==> src/rtl/apb_arb_pkg.sv <==
// Shared definitions for the two-requester round-robin APB arbiter:
// state encoding, timeout defaults and the round-robin winner rule.
package apb_arb_pkg;

  typedef enum logic [1:0] {
    ST_IDLE   = 2'b00,
    ST_SETUP  = 2'b01,
    ST_ACCESS = 2'b10
  } arb_state_e;

  localparam int TIMEOUT_DEFAULT = 16;
  // Wide enough for the largest legal TIMEOUT (255).
  localparam int TCNT_W = 8;

  // The requester not served last wins a tie; a lone eligible requester always wins.
  function automatic logic rr_winner(input logic elig0, input logic elig1, input logic last_gnt);
    logic win;
    if (elig0 && elig1) begin
      win = ~last_gnt;
    end else if (elig1) begin
      win = 1'b1;
    end else begin
      win = 1'b0;
    end
    return win;
  endfunction

endpackage

==> src/rtl/apb_rr_arbiter_if.sv <==
// Bundle of the requester-side and APB-side signals of apb_rr_arbiter.
// master = the arbiter; slave = the environment (requesters plus APB completer).
interface apb_rr_arbiter_if #(
  parameter int AW = 32,
  parameter int DW = 32
);

  logic          req0;
  logic          req1;
  logic [AW-1:0] addr0;
  logic [AW-1:0] addr1;
  logic          write0;
  logic          write1;
  logic [DW-1:0] wdata0;
  logic [DW-1:0] wdata1;
  logic          ack0;
  logic          ack1;
  logic [DW-1:0] rdata0;
  logic [DW-1:0] rdata1;
  logic          err0;
  logic          err1;

  logic          psel;
  logic          penable;
  logic          pwrite;
  logic [AW-1:0] paddr;
  logic [DW-1:0] pwdata;
  logic [DW-1:0] prdata;
  logic          pready;
  logic          pslverr;

  logic          gnt;
  logic          busy;

  modport master (
    input  req0, req1, addr0, addr1, write0, write1, wdata0, wdata1,
    input  prdata, pready, pslverr,
    output ack0, ack1, rdata0, rdata1, err0, err1,
    output psel, penable, pwrite, paddr, pwdata,
    output gnt, busy
  );

  modport slave (
    output req0, req1, addr0, addr1, write0, write1, wdata0, wdata1,
    output prdata, pready, pslverr,
    input  ack0, ack1, rdata0, rdata1, err0, err1,
    input  psel, penable, pwrite, paddr, pwdata,
    input  gnt, busy
  );

endinterface

==> src/rtl/apb_rr_arbiter_pick.sv <==
// Combinational round-robin winner selection between two eligible requesters.
module apb_rr_pick
  import apb_arb_pkg::*;
(
  input  logic elig0,
  input  logic elig1,
  input  logic last_gnt,
  output logic valid,
  output logic winner
);

  // Any eligible requester makes the pick valid; ties go to the one not served last.
  always_comb begin
    valid  = elig0 | elig1;
    winner = rr_winner(elig0, elig1, last_gnt);
  end

endmodule

==> src/rtl/apb_rr_arbiter.sv <==
// Two-requester round-robin arbiter driving a single APB master port,
// with a per-transfer pready timeout that aborts and flags an error.
module apb_rr_arbiter
  import apb_arb_pkg::*;
#(
  parameter int TIMEOUT = TIMEOUT_DEFAULT,
  parameter int AW      = 32,
  parameter int DW      = 32
) (
  input  logic               clk,
  input  logic               rstn,
  apb_rr_arbiter_if.master   bus
);

  localparam logic [TCNT_W-1:0] TCNT_LIMIT = TCNT_W'(TIMEOUT - 1);

  arb_state_e        state_r;
  logic              psel_r;
  logic              penable_r;
  logic              pwrite_r;
  logic [AW-1:0]     paddr_r;
  logic [DW-1:0]     pwdata_r;
  logic              gnt_r;
  logic              busy_r;
  logic [1:0]        ack_r;
  logic [1:0]        err_r;
  logic [DW-1:0]     rdata0_r;
  logic [DW-1:0]     rdata1_r;
  logic [TCNT_W-1:0] tcnt_r;

  logic              elig0_s;
  logic              elig1_s;
  logic              pick_valid_s;
  logic              pick_winner_s;
  logic [AW-1:0]     win_addr_s;
  logic              win_write_s;
  logic [DW-1:0]     win_wdata_s;

  // A requester whose ack is being pulsed this cycle is still holding its old req.
  always_comb begin
    elig0_s = bus.req0 & ~ack_r[0];
    elig1_s = bus.req1 & ~ack_r[1];
  end

  apb_rr_pick u_pick (
    .elig0    (elig0_s),
    .elig1    (elig1_s),
    .last_gnt (gnt_r),
    .valid    (pick_valid_s),
    .winner   (pick_winner_s)
  );

  // Steer the winning requester's transfer attributes toward the APB latches.
  always_comb begin
    if (pick_winner_s) begin
      win_addr_s  = bus.addr1;
      win_write_s = bus.write1;
      win_wdata_s = bus.wdata1;
    end else begin
      win_addr_s  = bus.addr0;
      win_write_s = bus.write0;
      win_wdata_s = bus.wdata0;
    end
  end

  // Transfer FSM with registered APB, ack/err/rdata and timeout counter.
  always_ff @(posedge clk or negedge rstn) begin
    if (!rstn) begin
      state_r   <= ST_IDLE;
      psel_r    <= 1'b0;
      penable_r <= 1'b0;
      pwrite_r  <= 1'b0;
      paddr_r   <= '0;
      pwdata_r  <= '0;
      gnt_r     <= 1'b1;
      busy_r    <= 1'b0;
      ack_r     <= 2'b00;
      err_r     <= 2'b00;
      rdata0_r  <= '0;
      rdata1_r  <= '0;
      tcnt_r    <= '0;
    end else begin
      ack_r <= 2'b00;
      err_r <= 2'b00;
      case (state_r)
        ST_IDLE: begin
          if (pick_valid_s) begin
            state_r  <= ST_SETUP;
            gnt_r    <= pick_winner_s;
            paddr_r  <= win_addr_s;
            pwrite_r <= win_write_s;
            pwdata_r <= win_wdata_s;
            psel_r   <= 1'b1;
            busy_r   <= 1'b1;
          end else begin
            state_r <= ST_IDLE;
          end
        end
        ST_SETUP: begin
          state_r   <= ST_ACCESS;
          penable_r <= 1'b1;
          tcnt_r    <= '0;
        end
        ST_ACCESS: begin
          if (bus.pready) begin
            state_r      <= ST_IDLE;
            psel_r       <= 1'b0;
            penable_r    <= 1'b0;
            busy_r       <= 1'b0;
            ack_r[gnt_r] <= 1'b1;
            err_r[gnt_r] <= bus.pslverr;
            if (!pwrite_r) begin
              if (gnt_r) begin
                rdata1_r <= bus.prdata;
              end else begin
                rdata0_r <= bus.prdata;
              end
            end
          end else if (tcnt_r == TCNT_LIMIT) begin
            // Completer never answered: abort with an error and cleared read data.
            state_r      <= ST_IDLE;
            psel_r       <= 1'b0;
            penable_r    <= 1'b0;
            busy_r       <= 1'b0;
            ack_r[gnt_r] <= 1'b1;
            err_r[gnt_r] <= 1'b1;
            if (gnt_r) begin
              rdata1_r <= '0;
            end else begin
              rdata0_r <= '0;
            end
          end else begin
            tcnt_r <= tcnt_r + TCNT_W'(1);
          end
        end
        default: begin
          state_r   <= ST_IDLE;
          psel_r    <= 1'b0;
          penable_r <= 1'b0;
          busy_r    <= 1'b0;
        end
      endcase
    end
  end

  assign bus.psel    = psel_r;
  assign bus.penable = penable_r;
  assign bus.pwrite  = pwrite_r;
  assign bus.paddr   = paddr_r;
  assign bus.pwdata  = pwdata_r;
  assign bus.gnt     = gnt_r;
  assign bus.busy    = busy_r;
  assign bus.ack0    = ack_r[0];
  assign bus.ack1    = ack_r[1];
  assign bus.err0    = err_r[0];
  assign bus.err1    = err_r[1];
  assign bus.rdata0  = rdata0_r;
  assign bus.rdata1  = rdata1_r;

endmodule

==> src/flat_wrapper.sv <==
// flat-port wrapper written by rule: the top's interface ports become plain ports
module apb_rr_arbiter_flat import apb_arb_pkg::*;
#(
  parameter int TIMEOUT = TIMEOUT_DEFAULT,
  parameter int AW      = 32,
  parameter int DW      = 32
)
  (clk, rstn, bus_req0, bus_req1, bus_addr0, bus_addr1, bus_write0, bus_write1, bus_wdata0, bus_wdata1, bus_prdata, bus_pready, bus_pslverr, bus_ack0, bus_ack1, bus_rdata0, bus_rdata1, bus_err0, bus_err1, bus_psel, bus_penable, bus_pwrite, bus_paddr, bus_pwdata, bus_gnt, bus_busy);
  apb_rr_arbiter_if #(.AW(AW), .DW(DW)) bus_i ();
  input  logic clk;
  input  logic rstn;
  input wire logic [$bits(bus_i.req0)-1:0] bus_req0;
  input wire logic [$bits(bus_i.req1)-1:0] bus_req1;
  input wire logic [$bits(bus_i.addr0)-1:0] bus_addr0;
  input wire logic [$bits(bus_i.addr1)-1:0] bus_addr1;
  input wire logic [$bits(bus_i.write0)-1:0] bus_write0;
  input wire logic [$bits(bus_i.write1)-1:0] bus_write1;
  input wire logic [$bits(bus_i.wdata0)-1:0] bus_wdata0;
  input wire logic [$bits(bus_i.wdata1)-1:0] bus_wdata1;
  input wire logic [$bits(bus_i.prdata)-1:0] bus_prdata;
  input wire logic [$bits(bus_i.pready)-1:0] bus_pready;
  input wire logic [$bits(bus_i.pslverr)-1:0] bus_pslverr;
  output wire logic [$bits(bus_i.ack0)-1:0] bus_ack0;
  output wire logic [$bits(bus_i.ack1)-1:0] bus_ack1;
  output wire logic [$bits(bus_i.rdata0)-1:0] bus_rdata0;
  output wire logic [$bits(bus_i.rdata1)-1:0] bus_rdata1;
  output wire logic [$bits(bus_i.err0)-1:0] bus_err0;
  output wire logic [$bits(bus_i.err1)-1:0] bus_err1;
  output wire logic [$bits(bus_i.psel)-1:0] bus_psel;
  output wire logic [$bits(bus_i.penable)-1:0] bus_penable;
  output wire logic [$bits(bus_i.pwrite)-1:0] bus_pwrite;
  output wire logic [$bits(bus_i.paddr)-1:0] bus_paddr;
  output wire logic [$bits(bus_i.pwdata)-1:0] bus_pwdata;
  output wire logic [$bits(bus_i.gnt)-1:0] bus_gnt;
  output wire logic [$bits(bus_i.busy)-1:0] bus_busy;
  assign bus_i.req0 = bus_req0;
  assign bus_i.req1 = bus_req1;
  assign bus_i.addr0 = bus_addr0;
  assign bus_i.addr1 = bus_addr1;
  assign bus_i.write0 = bus_write0;
  assign bus_i.write1 = bus_write1;
  assign bus_i.wdata0 = bus_wdata0;
  assign bus_i.wdata1 = bus_wdata1;
  assign bus_i.prdata = bus_prdata;
  assign bus_i.pready = bus_pready;
  assign bus_i.pslverr = bus_pslverr;
  assign bus_ack0 = bus_i.ack0;
  assign bus_ack1 = bus_i.ack1;
  assign bus_rdata0 = bus_i.rdata0;
  assign bus_rdata1 = bus_i.rdata1;
  assign bus_err0 = bus_i.err0;
  assign bus_err1 = bus_i.err1;
  assign bus_psel = bus_i.psel;
  assign bus_penable = bus_i.penable;
  assign bus_pwrite = bus_i.pwrite;
  assign bus_paddr = bus_i.paddr;
  assign bus_pwdata = bus_i.pwdata;
  assign bus_gnt = bus_i.gnt;
  assign bus_busy = bus_i.busy;
  apb_rr_arbiter #(.TIMEOUT(TIMEOUT), .AW(AW), .DW(DW)) u_core (.clk(clk), .rstn(rstn), .bus(bus_i));
endmodule
==> config.mk <==
export PLATFORM = sky130hd
export DESIGN_NAME = apb_rr_arbiter_flat
export DESIGN_NICKNAME = d
export VERILOG_FILES = /design/src/rtl/apb_arb_pkg.sv /design/src/rtl/apb_rr_arbiter_if.sv /design/src/rtl/apb_rr_arbiter_pick.sv /design/src/rtl/apb_rr_arbiter.sv /design/src/flat_wrapper.sv
export SDC_FILE = /design/constraint.sdc
export NUM_CORES = 1
export LEC_CHECK = 0
export CAP_MARGIN = 20
export CELL_PAD_IN_SITES_DETAIL_PLACEMENT = 0
export CELL_PAD_IN_SITES_GLOBAL_PLACEMENT = 1
export CORE_MARGIN = 3
export CORE_UTILIZATION = 31
export DETAILED_ROUTE_END_ITERATION = 16
export GPL_TIMING_DRIVEN = 0
export PLACE_DENSITY = 0.81
export SYNTH_ARGS = -nofsm -noshare
export SYNTH_HDL_FRONTEND = slang
export SYNTH_SLANG_ARGS = --single-unit
export TNS_END_PERCENT = 20
==> constraint.sdc <==
create_clock -name clk -period 2.35 [get_ports clk]
set_clock_uncertainty 0.05 [all_clocks]
set_input_delay 0.47 -clock clk [delete_from_list [all_inputs] [get_ports clk]]
set_output_delay 0.47 -clock clk [all_outputs]
set_load 0.1 [all_outputs]
; After elaboration in Yosys (flattened, before gate mapping)
; Cells that the tools add are included.
[totals]
ff_bits = 146
inputBits = 168
output_inout_bits = 137
elab_cells = 77
[op_classes]
n_addsub = 1
order_cmp = 2
eq_ne = 8
muxes = 34
bitwise_logic = 9
n_reduce_logical = 11
[op_table]
columns = operator, count
row1 = 2-to-1 mux 32 bit, 12
row2 = 2-to-1 mux 8 bit, 2
row3 = case mux 8 bit (2 select lines), 1
row4 = 2-to-1 mux 2 bit, 7
row5 = "adder 8 x 1 -> 8 bit, second input constant", 1
row6 = "equality test 8 x 4 -> 1 bit, second input constant", 1
row7 = 2-to-1 mux 1 bit, 8
row8 = AND reduction 4 bit, 2
row9 = "inequality test 2 bit, second input constant", 3
row10 = case mux 1 bit (3 select lines), 2
row11 = case mux 2 bit (3 select lines), 1
row12 = AND reduction 3 bit, 2
row13 = NOT 1 bit, 5
row14 = AND reduction 2 bit, 2
row15 = nonzero test 2 bit, 2
row16 = "inequality test 3 x 2 -> 1 bit, second input constant", 1
row17 = AND 1 bit, 2
row18 = AND 2 bit, 1
row19 = "equality test 2 x 1 -> 1 bit, second input constant", 1
row20 = "equality test 2 bit, second input constant", 1
row21 = logical AND 1 bit, 2
row22 = logical NOT 2 bit, 1
row23 = "less-than comparator 1 x 2 -> 1 bit, second input constant", 1
row24 = "inequality test 2 x 1 -> 1 bit, second input constant", 1
row25 = other kinds (3), 3

; Longest topological paths before layout
[depth]
ltp_word = 7
depth_mapped = 7
depth_no_buf = 5

; Modules after synthesis
; Synthesis repeated with hierarchy kept, for this count alone.
[hier_totals]
cells_unflattened = 516
area_unflattened_um2 = 6154.7
[by_module_without_submodules]
columns = mod, n_inst, cells_each, area_per_inst_um2, seq_area_each_um2
row1 = apb_rr_arbiter, 1, 514, 6140.9, 3654.8
row2 = apb_rr_pick, 1, 2, 13.8, 0.0

; Worst setup path before layout
; OpenSTA, ideal clock, no wires.
[synth_timing]
kind = register -> register
start = reg u_core.ack_r[0]
end = reg u_core.pwdata_r[26] (netlist: u_core.bus.pwdata[26])
setup_ns = 0.083
arrival_ns = 2.147
t_required_ns = 2.217
path_slack_ns = 0.070
stages_incl_launch_ff = 7
n_path_buf = 2
period_less_slack_ns = 2.280
path_cell_list = dfrtp_1 nor2b_1 o21ai_0 clkbuf_1 buf_1 nand2_1 o21ai_0
[synth_via]
elab_chain_cells = 5
word_cells_on_any_way = 7
classes_between = 2 x mux / 3 x bitwise / 2 x reduce/logical
[synth_lines]
columns = element, line
row1 = start: declaration, apb_rr_arbiter.sv:25  ; logic [1:0] ack_r;
row2 = start signal: assignment, apb_rr_arbiter.sv:77  ; ack_r <= 2'b00;
row3 = start signal: assignment, apb_rr_arbiter.sv:83  ; ack_r <= 2'b00;
row4 = start signal: indexed assignment, apb_rr_arbiter.sv:110  ; ack_r[gnt_r] <= 1'b1;
row5 = NOT 1 bit (*), apb_rr_arbiter.sv:41  ; elig0_s = bus.req0 & ~ack_r[0];
row6 = AND 1 bit (*), apb_rr_arbiter.sv:41
row7 = logical AND 1 bit, apb_arb_pkg.sv:18  ; if (elig0 && elig1) begin
row8 = 2-to-1 mux 1 bit, apb_arb_pkg.sv:18
row9 = 2-to-1 mux 32 bit, apb_rr_arbiter.sv:55  ; if (pick_winner_s) begin
row10 = end signal: assignment, apb_rr_arbiter.sv:92  ; pwdata_r <= win_wdata_s;
row11 = end: declaration, apb_rr_arbiter.sv:22  ; logic [DW-1:0] pwdata_r;
; Mark *: on every way between the ends. The rest lies on a longest branch, timed or not.
; A chain may end at the register's enable or synchronous reset.

; Worst setup path after layout
[layout_timing]
start = reg u_core.pwrite_r (netlist: u_core.bus.pwrite)
end = out bus_pwrite
[layout_lines]
columns = element, line
row1 = start: declaration, apb_rr_arbiter.sv:20  ; logic pwrite_r;
row2 = start signal: assignment, apb_rr_arbiter.sv:91  ; pwrite_r <= win_write_s;
row3 = end: declaration, flat_wrapper.sv:31  ; output wire logic [$bits(bus_i.pwrite)-1:0] bus_pwrite;
; No word-level cell between the ends.

==> run metrics <==
Starting Density=31.9%; setup TNS=0 ps; Worst-Skew Late Latency=420 ps; vias in the first global route=5478; area delta synth->final=60.7%; Worst-Margin Slew=1020 ps; DRT Wirelength=19.9 mm; final hold slack=422 ps; placed cell count=1084; yosys warns=0; largest net degree at the start of global routing=86; TritonCTS Buffers=17; GRT Resource Usage Total=17.8%; Final Non-Filler Cells=1117; # fillers=1819; initial antenna violation count=0; top cells by area, synth=dfrtp_1 (58%), mux2i_1 (11%), a32o_1 (10%); Post-Syn Area=0.00629 mm2; global-route wire length before repair=30.6 mm; Mapped Cells=514; Die H=148 um; post-synth top area share=57.7%; DPL Wire Length=15.3 mm; Antenna Violating Nets Remaining=0; die area=0.0220 mm2; row count=51; IO buf count=304; Avg Vias per Cell=4.85; Root Buffer=clkbuf_16; CTS tree=yes; min-delay worst type=reg -> reg; Crit path largest cell delay=880 ps; Distinct cells, synth=41; RSZ-0062 raised after global routing=no; critical path's top delay family=buffers and inverters; wire length per cell=17.8 um; routed vias=5413; core area=0.0197 mm2; CP required=1830 ps; Slew headroom=32.1%; total global routing overflow=0; maxcap violations=0; Post-CTS Setup Inserts=0; final setup fails=0; CP Class=reg -> out; # H-tree levels=4; Final Wtd Congestion=0.742; n_diodes=0; status=completed; CP max-delay cell=clkdlybuf4s15_1; drt initial violations=210; io pins=305; Die W=148 um; Avg Cell Area, Syn=12.2 um2; Max FO, Critical Path=3; Startpoint Class=register; Fmax=450 MHz; worst path arrival time=1700 ps; cell type with the largest total area after synthesis=dfrtp_1; syn_nets=683; clock slew at reported path FFs=60 ps; CP Buf/Inv Count=1; flops & latches, synth=146; share of cells above drive strength 1=9.51%; TritonRoute pass-1 iters=4; sequential area share after synthesis=58.1%; Max Root-Sink Buffers=2; DRC viols=0; CP Cell Sequence=clkdlybuf4s15_1; period utilization=94.6%; nets=1008; fin. max-slew vios=0; min Tclk post-route=2220 ps; final hold vios=0; Num Clock Sinks=146; Crit. End Element=output port
through the flow:
stage          setup slack (ps)  instance area (um2)  utilization [%]
2_1_floorplan              70.2                 6290                -
3_3_place_gp              -5260                 9660             49.0
3_5_place_dp               -776                 9690             49.2
4_1_cts                    29.3                10100             51.2
5_1_grt                    19.3                10100             51.3
6_report                    126                10100             51.3
cells by family after synthesis:
family	share of synthesized area (%)
adder cells (fa/ha/maj)	0.199
multiplexers	10.7
buffers and inverters	5.85
flip-flops	58.1
AND/OR/NAND/NOR	7.68
AO/OA/AOI/OAI	17.5
synth_stat cells, drive strengths merged:
library cell    n
or3             1
a22o            1
or4             1
o32ai           1
a21oi           2
and3            3
o21ai          72
nor2            8
nor2b           3
inv             4
clkbuf         23
a21o            1
a211o           3
nand3           6
nor4            2
nand4           2
and2b           1
a32o           64
dfrtp         145
or2b            1
o21bai          1
and4            1
mux2i          67
a211oi          1
nor3            4
buf            19
nand2          72
dfstp           1
ha              1
a21bo           1
nand3b          2
what timing repair did:
action | 4_1_cts | 5_1_grt
gates resized for setup | 141 | 5
hold buffers | 1 | 0
endpoints found under the hold margin | 17 | 0
endpoints found under the setup margin | 202 | 14
per-layer routing:
| layer | share of wire, % | global-route usage [%] | up-vias |
|---|---|---|---|
| met3 | 9.4 | 7.07 | 6 |
| li1 | - | - | 2567 |
| met4 | 0.69 | 4.43 | 0 |
| met2 | 47 | 29.3 | 259 |
| met1 | 43 | 22.0 | 2581 |
| met5 | 0 | 0 | - |
state kept, by name, indices dropped and copies added (netlist names):
register,cells
u_core.ack_r,2
u_core.tcnt_r,8
u_core.bus.paddr,32
u_core.state_r,2
u_core.bus.rdata1,32
u_core.err_r,2
u_core.bus.pwdata,32
u_core.bus.pwrite,1
u_core.bus.rdata0,32
u_core.bus.gnt,1
u_core.bus.psel,1
u_core.bus.penable,1
final timing paths:
kind                                      start                    end  slack [ps]  cells past startpoint
max                           u_core.bus.pwrite             bus_pwrite         130                      1
min                        u_core.bus.paddr[28]   u_core.bus.paddr[28]         420                      2
max reg2reg                    u_core.tcnt_r[0]       u_core.tcnt_r[4]         230                      5
min reg2reg                u_core.bus.paddr[28]   u_core.bus.paddr[28]         420                      2
max in group asynchronous                  rstn  u_core.bus.pwdata[18]         890                      3
min in group asynchronous                  rstn  u_core.bus.rdata0[11]         540                      2
layout make-up:
class                      count  area (um2)  share of cell area [%]
clock buffer                  17         425                    4.21
sequential                   146        3650                    36.2
multi-input combinational    322        2270                    22.4
clock inverter                15         144                    1.42
timing repair buffer         306        2910                    28.8
buffer                        42         358                    3.54
tap                          265         332                    3.28
inverter                       4        15.0                   0.149
layout by cell type, fill, tap and decap left out, types with 3 or more instances in the layout:
cell             synthesis  routed
clkdlybuf4s50_1          0     166
dfrtp_1                145     145
dlygate4sd2_1            0     134
nand2_1                 72      72
o21ai_0                 70      69
mux2i_1                 67      67
a32o_1                  64      64
clkbuf_16                0      17
clkbuf_8                12      12
clkbuf_1                10       8
buf_6                    6       7
nand3_1                  6       6
nor2_1                   6       6
buf_4                    5       6
inv_6                    0       6
buf_2                    6       5
inv_1                    4       4
nor2b_1                  3       3
nor3_1                   3       3
clkinv_2                 0       3
Power is not shown: default switching activity piles up to over one toggle a cycle in this logic, so the estimate is an artifact.
